$ cat src/rtl/xdma_dsc_byp_arbiter.sv
// rtl/xdma_dsc_byp_arbiter.sv - round-robin N-channel arbiter for one XDMA descriptor-bypass port
//
// Optional feature macro: XDMA_DSC_ARB_STATS_EN (adds per-channel issued counters on stat_issued)
//
// Ports:
//   CLK, RST                      user_clk domain clock, asynchronous active-high reset
//   req_valid/req_ready           per-channel descriptor handshake (ready is one-hot or zero)
//   req_src_addr/req_dst_addr     packed per-channel addresses, channel i at [i*ADDR_WIDTH +: ADDR_WIDTH]
//   req_len/req_ctl               packed per-channel length and control
//   done                          one-cycle completion pulse to the channel that issued the descriptor
//   byp_load/byp_ready            descriptor handshake towards XDMA
//   byp_src_addr..byp_ctl         registered descriptor fields
//   byp_desc_done                 XDMA descriptor-complete pulse
//   outstanding                   issued, not-yet-completed descriptors
//   err_spurious_done             sticky: completion seen with nothing outstanding
//   stat_issued                   (XDMA_DSC_ARB_STATS_EN only) packed 32-bit saturating counters
module xdma_dsc_byp_arbiter #(
    parameter int NUM_CH          = 4,
    parameter int MAX_OUTSTANDING = 8,
    parameter int ADDR_WIDTH      = 64,
    parameter int LEN_WIDTH       = 28
) (
    input  logic                                CLK,
    input  logic                                RST,
    input  logic [NUM_CH-1:0]                   req_valid,
    output logic [NUM_CH-1:0]                   req_ready,
    input  logic [NUM_CH*ADDR_WIDTH-1:0]        req_src_addr,
    input  logic [NUM_CH*ADDR_WIDTH-1:0]        req_dst_addr,
    input  logic [NUM_CH*LEN_WIDTH-1:0]         req_len,
    input  logic [NUM_CH*16-1:0]                req_ctl,
    output logic [NUM_CH-1:0]                   done,
    output logic                                byp_load,
    input  logic                                byp_ready,
    output logic [ADDR_WIDTH-1:0]               byp_src_addr,
    output logic [ADDR_WIDTH-1:0]               byp_dst_addr,
    output logic [LEN_WIDTH-1:0]                byp_len,
    output logic [15:0]                         byp_ctl,
    input  logic                                byp_desc_done,
    output logic [$clog2(MAX_OUTSTANDING):0]    outstanding,
    output logic                                err_spurious_done
`ifdef XDMA_DSC_ARB_STATS_EN
    ,
    output logic [NUM_CH*32-1:0]                stat_issued
`endif
);

    localparam int CH_W = $clog2(NUM_CH);
    localparam int AW   = $clog2(MAX_OUTSTANDING);
    localparam int OW   = AW + 1;

    typedef enum logic {IDLE, LOAD} state_t;

    state_t          state;
    logic [CH_W-1:0] rr_ptr;
    logic [CH_W-1:0] cur_ch;
    logic [CH_W-1:0] grant_ch;
    logic            grant_any;
    logic            grant;
    logic            full;
    logic            push;
    logic            pop;
    logic [AW-1:0]   wr_ptr;
    logic [AW-1:0]   rd_ptr;
    logic [CH_W-1:0] tag_mem [MAX_OUTSTANDING];

    // First requester at or after rr_ptr, wrapping past the last channel.
    always_comb begin
        int idx;
        grant_any = 1'b0;
        grant_ch  = '0;
        idx       = 0;
        for (int i = 0; i < NUM_CH; i++) begin
            idx = int'(rr_ptr) + i;
            if (idx >= NUM_CH) idx = idx - NUM_CH;
            if (!grant_any && req_valid[CH_W'(idx)]) begin
                grant_any = 1'b1;
                grant_ch  = CH_W'(idx);
            end
        end
    end

    assign full  = (outstanding == OW'(MAX_OUTSTANDING));
    assign grant = (state == IDLE) && !full && grant_any;
    // RST gates the grant so no channel sees an accept while reset is held.
    assign req_ready = (grant && !RST) ? (NUM_CH'(1) << grant_ch) : '0;
    assign push  = byp_load && byp_ready;
    assign pop   = byp_desc_done && (outstanding != '0);

    always_ff @(posedge CLK or posedge RST) begin
        if (RST) begin
            state             <= IDLE;
            byp_load          <= 1'b0;
            byp_src_addr      <= '0;
            byp_dst_addr      <= '0;
            byp_len           <= '0;
            byp_ctl           <= '0;
            cur_ch            <= '0;
            rr_ptr            <= '0;
            wr_ptr            <= '0;
            rd_ptr            <= '0;
            outstanding       <= '0;
            err_spurious_done <= 1'b0;
            done              <= '0;
        end else begin
            done <= '0;
            case (state)
                IDLE: begin
                    if (grant) begin
                        byp_src_addr <= req_src_addr[grant_ch*ADDR_WIDTH +: ADDR_WIDTH];
                        byp_dst_addr <= req_dst_addr[grant_ch*ADDR_WIDTH +: ADDR_WIDTH];
                        byp_len      <= req_len[grant_ch*LEN_WIDTH +: LEN_WIDTH];
                        byp_ctl      <= req_ctl[grant_ch*16 +: 16];
                        cur_ch       <= grant_ch;
                        rr_ptr       <= (grant_ch == CH_W'(NUM_CH - 1)) ? '0 : grant_ch + CH_W'(1);
                        byp_load     <= 1'b1;
                        state        <= LOAD;
                    end
                end
                LOAD: begin
                    if (push) begin
                        byp_load <= 1'b0;
                        wr_ptr   <= wr_ptr + AW'(1);
                        state    <= IDLE;
                    end
                end
                default: state <= IDLE;
            endcase

            if (pop) begin
                rd_ptr               <= rd_ptr + AW'(1);
                done[tag_mem[rd_ptr]] <= 1'b1;
            end
            if (byp_desc_done && (outstanding == '0))
                err_spurious_done <= 1'b1;

            // Simultaneous push and pop leave the count unchanged.
            case ({push, pop})
                2'b10:   outstanding <= outstanding + OW'(1);
                2'b01:   outstanding <= outstanding - OW'(1);
                default: outstanding <= outstanding;
            endcase
        end
    end

    // Tag storage needs no reset: the pointers define which entries are live.
    always_ff @(posedge CLK) begin
        if (push) tag_mem[wr_ptr] <= cur_ch;
    end

`ifdef XDMA_DSC_ARB_STATS_EN
    logic [31:0] stat_cnt [NUM_CH];

    always_ff @(posedge CLK or posedge RST) begin
        if (RST) begin
            for (int i = 0; i < NUM_CH; i++) stat_cnt[i] <= '0;
        end else if (push && (stat_cnt[cur_ch] != 32'hFFFF_FFFF)) begin
            stat_cnt[cur_ch] <= stat_cnt[cur_ch] + 32'd1;
        end
    end

    for (genvar g = 0; g < NUM_CH; g++) begin : g_stat
        assign stat_issued[g*32 +: 32] = stat_cnt[g];
    end
`endif

endmodule

$ cat config.mk
export PLATFORM = sky130hd
export DESIGN_NAME = xdma_dsc_byp_arbiter
export DESIGN_NICKNAME = d
export VERILOG_FILES = /design/src/rtl/xdma_dsc_byp_arbiter.sv
export SDC_FILE = /design/constraint.sdc
export NUM_CORES = 1
export LEC_CHECK = 0
export BUFFER_PORTS_ARGS = -buffer_cell sky130_fd_sc_hd__buf_2
export CAP_MARGIN = 30
export CORE_AREA = 5 5 342 344
export CTS_BUF_LIST = sky130_fd_sc_hd__clkbuf_8 sky130_fd_sc_hd__clkbuf_16
export CTS_CLUSTER_DIAMETER = 40
export CTS_CLUSTER_SIZE = 30
export DETAILED_ROUTE_END_ITERATION = 16
export DIE_AREA = 0 0 347 349
export PLACE_DENSITY = 0.3
export SLEW_MARGIN = 10
export SYNTH_ARGS = -nofsm -noshare
export SYNTH_HDL_FRONTEND = slang
export SYNTH_SLANG_ARGS = --single-unit
$ cat constraint.sdc
create_clock -name CLK -period 8.5 [get_ports CLK]
set_clock_uncertainty 0.2 [all_clocks]
set_input_delay 0.85 -clock CLK [delete_from_list [all_inputs] [get_ports CLK]]
set_output_delay 0.85 -clock CLK [all_outputs]
set_load 0.1 [all_outputs]
=== Yosys cells after proc, flatten, opt, wreduce, memory -nomap -nowiden ===
Memories as Yosys holds them, arrays and structs flattened.
Cells that the tools add are included.

* Bits of input ports: 696
* Memory bits (writable): 16
* Memories kept: 1
* Output and inout bits: 186
* Bits in read-only memories: 0
* Latch bits: 0
* Flip-flop bits (word level): 193

* Order comparisons: 10
* Reductions and logical operators: 21
* Eq/ne operators: 6
* Divide/modulo/power cells: 0
* $add $sub $neg: 12
* Bitwise operators: 1
* Multiply operators: 1
* Multiplexer cells: 38
* Shift operators: 5

{| class="wikitable"
|+ Memory list
! name !! depth !! bits a word !! rd ports !! clocked after Yosys merged registers in !! wr ports !! RTL line !! source
|-
| tag_mem || 8 || 2 || 1 || 0 || 1 || 64 || <nowiki>logic [CH_W-1:0] tag_mem [MAX_OUTSTANDING];</nowiki>
|}

{| class="wikitable"
|+ Operators by type and width
! cell !! count
|-
| 256-bit by 9-bit variable part select with 64-bit output || 2
|-
| 112-bit by 8-bit variable part select with 28-bit output || 1
|-
| 64-bit by 7-bit variable part select with 16-bit output || 1
|-
| 1-bit 2-to-1 mux || 19
|-
| 2-bit 2-to-1 mux || 9
|-
| 2-bit by 4-bit less-than comparator with 1-bit output, second input constant || 4
|-
| 1-bit logical AND || 10
|-
| 3-bit >= comparator, second input constant || 3
|-
| 1-bit binary-select mux with 2-bit select || 4
|-
| 4-bit 2-to-1 mux || 2
|-
| 4-bit one-hot mux with 2 select lines || 1
|-
| 2-bit by 1-bit subtractor with 2-bit output, second input constant || 4
|-
| 2-bit by 2-bit adder with 3-bit output, second input constant || 2
|-
| 3-bit by 1-bit adder with 3-bit output, second input constant || 2
|-
| 2-bit AND reduction || 3
|-
| 1-bit zero test || 5
|-
| 2-bit by 3-bit multiplier with 5-bit output, second input constant || 1
|-
| 4-bit by 1-bit adder with 4-bit output, second input constant || 1
|-
| 2-bit == test, second input constant || 2
|-
| 4-bit == test, second input constant || 1
|-
| 4-bit zero test || 1
|-
| 1-bit one-hot mux with 2 select lines || 2
|-
| 4-bit nonzero test || 1
|-
| 1-bit by 2-bit left shift with 4-bit output, first input constant || 1
|-
| 12 further kinds || 12
|}

=== Logic depth before layout (Yosys ltp) ===
* Word-level depth: 18
* Mapped depth: 11
* Mapped depth without buffers: 9

=== Worst setup path before layout ===
No wires, ideal clock.

* Path type: input-to-output
* Start point: input port RST
* End point: output port req_ready[0]
* Path buffers: 0
* Stages: 2
* Path slack: 1354 ps
* Data required time: 7450 ps
* Arrival: 6096 ps
* Path through: inv_1 -> and3_1

* Longest elaborated chain between the ends: 3

{| class="wikitable"
|+ RTL lines
! what !! RTL line !! source
|-
| start, declared || 24 || <nowiki>input logic RST,</nowiki>
|-
| 1-bit zero test (no line) || - ||
|-
| 1-bit logical AND || 85 || <nowiki>assign req_ready = (grant && !RST) ? (NUM_CH'(1) << grant_ch) : '0;</nowiki>
|-
| 4-bit 2-to-1 mux || 85 ||
|-
| end, declared || 26 || <nowiki>output logic [NUM_CH-1:0] req_ready,</nowiki>
|}

No other way between the ends.

=== Worst setup path in the final report ===
* Start point: register rr_ptr[0]
* End point: output port req_ready[2]

* Longest elaborated chain between the ends: 18
* Elaborated cells on any way between the ends: 45
* Classes of those cells: 7 x add/sub; 4 x order compare; 1 x shift; 25 x mux; 8 x reduce/logical

{| class="wikitable"
|+ RTL lines
! what !! RTL line !! source
|-
| start, declared || 54 || <nowiki>logic [CH_W-1:0] rr_ptr;</nowiki>
|-
| start signal, assigned || 114 || <nowiki>rr_ptr <= (grant_ch == CH_W'(NUM_CH - 1)) ? '0 : grant_ch + CH_W'(1);</nowiki>
|-
| parallel branches: the longest is 17 deep, another holds 2-bit by 1-bit adder with 3-bit output || - ||
|-
| 4-bit 2-to-1 mux * || 85 ||
|}

Every way passes the cells marked *. The select of a mux whose other input is x is not followed.

==> results.json <==
{
  "dpl_cell_area_mm2": 0.0190,
  "synth_edf_count": 16,
  "syn_inst": 1550,
  "synth_top_area_cell": "dfrtp_1",
  "h-tree-depth": 3,
  "cts_buffers": 72,
  "dieArea_mm2": 0.121,
  "start_util": 0.116,
  "drt_iter0_markers": 1061,
  "rsz0062_at_grt": "no",
  "antenna_left": 0,
  "post-place-cells": 3774,
  "nets": 3037,
  "crit_family": "compound AO/OA/AOI/OAI gates",
  "syn_nets": 2251,
  "drtPass1Iterations": 5,
  "crit_path_max_incr_delay_ns": 0.70,
  "cp-end-kind": "output pin",
  "setup_tns_ns": 0,
  "final_common_cell": "buf_2",
  "worst_hold_slack_ns": 0.193,
  "min-delay-path-class": "in2async",
  "root_buffer": "clkbuf_16",
  "start_kind": "flip-flop",
  "cts.path.max_buffers": 3,
  "io_pins": 882,
  "cts.clk_slew.worst_paths_ns": 0.05,
  "grt_pass1_vias": 17900,
  "fill_cells": 13000,
  "die_w_um": 347,
  "async_reset_ff_frac": 0.923,
  "ys.flop_type": "dfrtp_1",
  "place.gp.congestion": 0.897,
  "slew_violations": 0,
  "drc": 0,
  "yosysSeqAreaShare": 0.403,
  "tightest_slew_ns": 0.970,
  "fin_util": 0.189,
  "crit_arrival_ns": 2.98,
  "synthTopCellsByArea": "dfrtp_1 (37%), a22oi_1 (9.8%), o211ai_1 (9.8%)",
  "cp.required_ns": 7.45,
  "clkSinkCount": 209,
  "ctsResizeCount": 0,
  "cp_slowest_cell": "o21a_4",
  "overflow": 0,
  "setup_viol": 0,
  "final-hold-violation-count": 0,
  "ir_worst_vdd_mv": 0.279,
  "num_rows": 124,
  "synth_seq_cells": 209,
  "totalWireLength_um": 99600,
  "max_freq_ghz": 0.248,
  "drive_above_1_share": 0.436,
  "area_growth_pct": 62.5,
  "layout.cells.non_filler": 3923,
  "cts_tree": "done",
  "cp_max_fo": 53,
  "fp.dieH_um": 349,
  "yosys_warnings": 0,
  "grt_max_degree": 121,
  "period_minus_slack_ns": 4.03,
  "finalInstanceArea_mm2": 0.0214,
  "rrSetupSlack_ns": 5.06,
  "finalCritPeriodShare": 0.475,
  "viasPerCell": 4.36,
  "maxCapViolCount": 0,
  "synth.distinct_cells": 44,
  "synth_top_cell_area_share": 0.366,
  "grt_pass1_wl_um": 139000,
  "dp_hpwl_um": 73400,
  "final_cell_mix": "buf_2 (879), dfrtp_1 (193), nor2_1 (188)",
  "antenna_found_initial": 44,
  "grt_usage": 0.155,
  "netlist_area_mm2": 0.0132,
  "coreArea_mm2": 0.114,
  "critPathKind": "reg2out",
  "cts_setup_buffers": 0,
  "relSlewSlack": 0.353,
  "synth.avg_cell_area_um2": 8.51,
  "power.leakage_uw": 0.00970,
  "critPathBufInv": 2,
  "wl_per_cell_um": 25.4,
  "power_density_mw_per_mm2": 524,
  "worstPathCellList": "inv_1 -> o21a_4 -> o21ai_0 -> nor3_1 -> buf_2",
  "postCtsHoldBufs": 0,
  "portBuffers": 881,
  "run_status": "complete, no violations",
  "clock_latency_ns": 0.60,
  "num_vias": 17100
}
-- metal layers --
layer	part of all wire	vias up	GRT usage
li1	-	7620	-
met1	0.42	8487	0.192
met2	0.48	848	0.262
met3	0.078	149	0.0461
met4	0.022	12	0.0448
met5	0.00080	-	0
-- stage by stage --
stage | total power [uW] | worst slack (ns)
2_1_floorplan | 6910 | 1.35
3_3_place_gp | 8700 | 4.45
3_5_place_dp | 8700 | 4.47
4_1_cts | 11400 | 4.32
5_1_grt | 11800 | 4.26
6_report | 11200 | 4.47
-- state kept, by name (all words and copies together), names as in the netlist --
| register | flops |
|---|---|
| rr_ptr | 2 |
| wr_ptr | 3 |
| byp_src_addr | 64 |
| byp_ctl | 16 |
| rd_ptr | 3 |
| err_spurious_done | 1 |
| done | 4 |
| outstanding | 4 |
| byp_dst_addr | 64 |
| byp_load | 1 |
| byp_len | 28 |
| tag_mem | 16 |
| state | 1 |
| cur_ch | 2 |
-- power by group --
group,internal (uW),switching (uW)
Sequential,1520,351
Clock,1800,814
Combinational,1250,5490
-- cells by family (layout without fill, tap and decap cells) --
| family | count (synthesis) | count (layout) | synth area share |
|---|---|---|---|
| compound gates | 711 | 711 | 0.354 |
| xor+xnor | 9 | 9 | 0.00598 |
| fa+ha+maj | 5 | 5 | 0.00474 |
| buf+inv | 202 | 1044 | 0.0648 |
| flops | 209 | 209 | 0.403 |
| mux | 11 | 11 | 0.0138 |
| other cells | 0 | 19 | 0 |
| simple gates | 403 | 403 | 0.154 |
-- synthesized netlist by cell type (2+ instances only) --
cell        n
nor2b_1     4
mux2_2      5
nand2_1    10
nand3_1     3
clkbuf_1  132
buf_4      10
a21o_1      3
xnor2_1     4
and3_1    173
edfxtp_1   16
nor4_1      3
nor2_1    188
ha_1        5
nand2b_1    5
nor3_1      7
buf_1      15
o21ai_0     6
buf_2      41
mux4_1      4
mux2i_1     2
dfrtp_1   193
xor2_1      5
o21a_1      2
o211ai_1  172
inv_1       3
a22oi_1   172
a31oi_1   173
a21oi_1   178
-- worst paths after layout --
kind                                   start                 to  cells after the start
min                                      RST   byp_src_addr[23]                      2
max                                rr_ptr[0]       req_ready[2]                      5
max in group asynchronous                RST   byp_dst_addr[36]                      4
min in group CLK           err_spurious_done  err_spurious_done                      1
max reg2reg                   outstanding[1]    byp_dst_addr[7]                      7
min reg2reg                err_spurious_done  err_spurious_done                      1
-- layout make-up --
class | instances | area, um^2 | share of cell area
Sequential cell | 209 | 5310 | 0.248
Inverter | 3 | 18.8 | 0.000876
Timing Repair Buffer | 911 | 4660 | 0.217
Clock inverter | 38 | 323 | 0.0151
Tap cell | 1512 | 1890 | 0.0883
Clock buffer | 92 | 2090 | 0.0974
Antenna cell | 19 | 47.5 | 0.00222
Multi-Input combinational cell | 1139 | 7090 | 0.331
No activity file was read; power rests on OpenSTA's default activity.
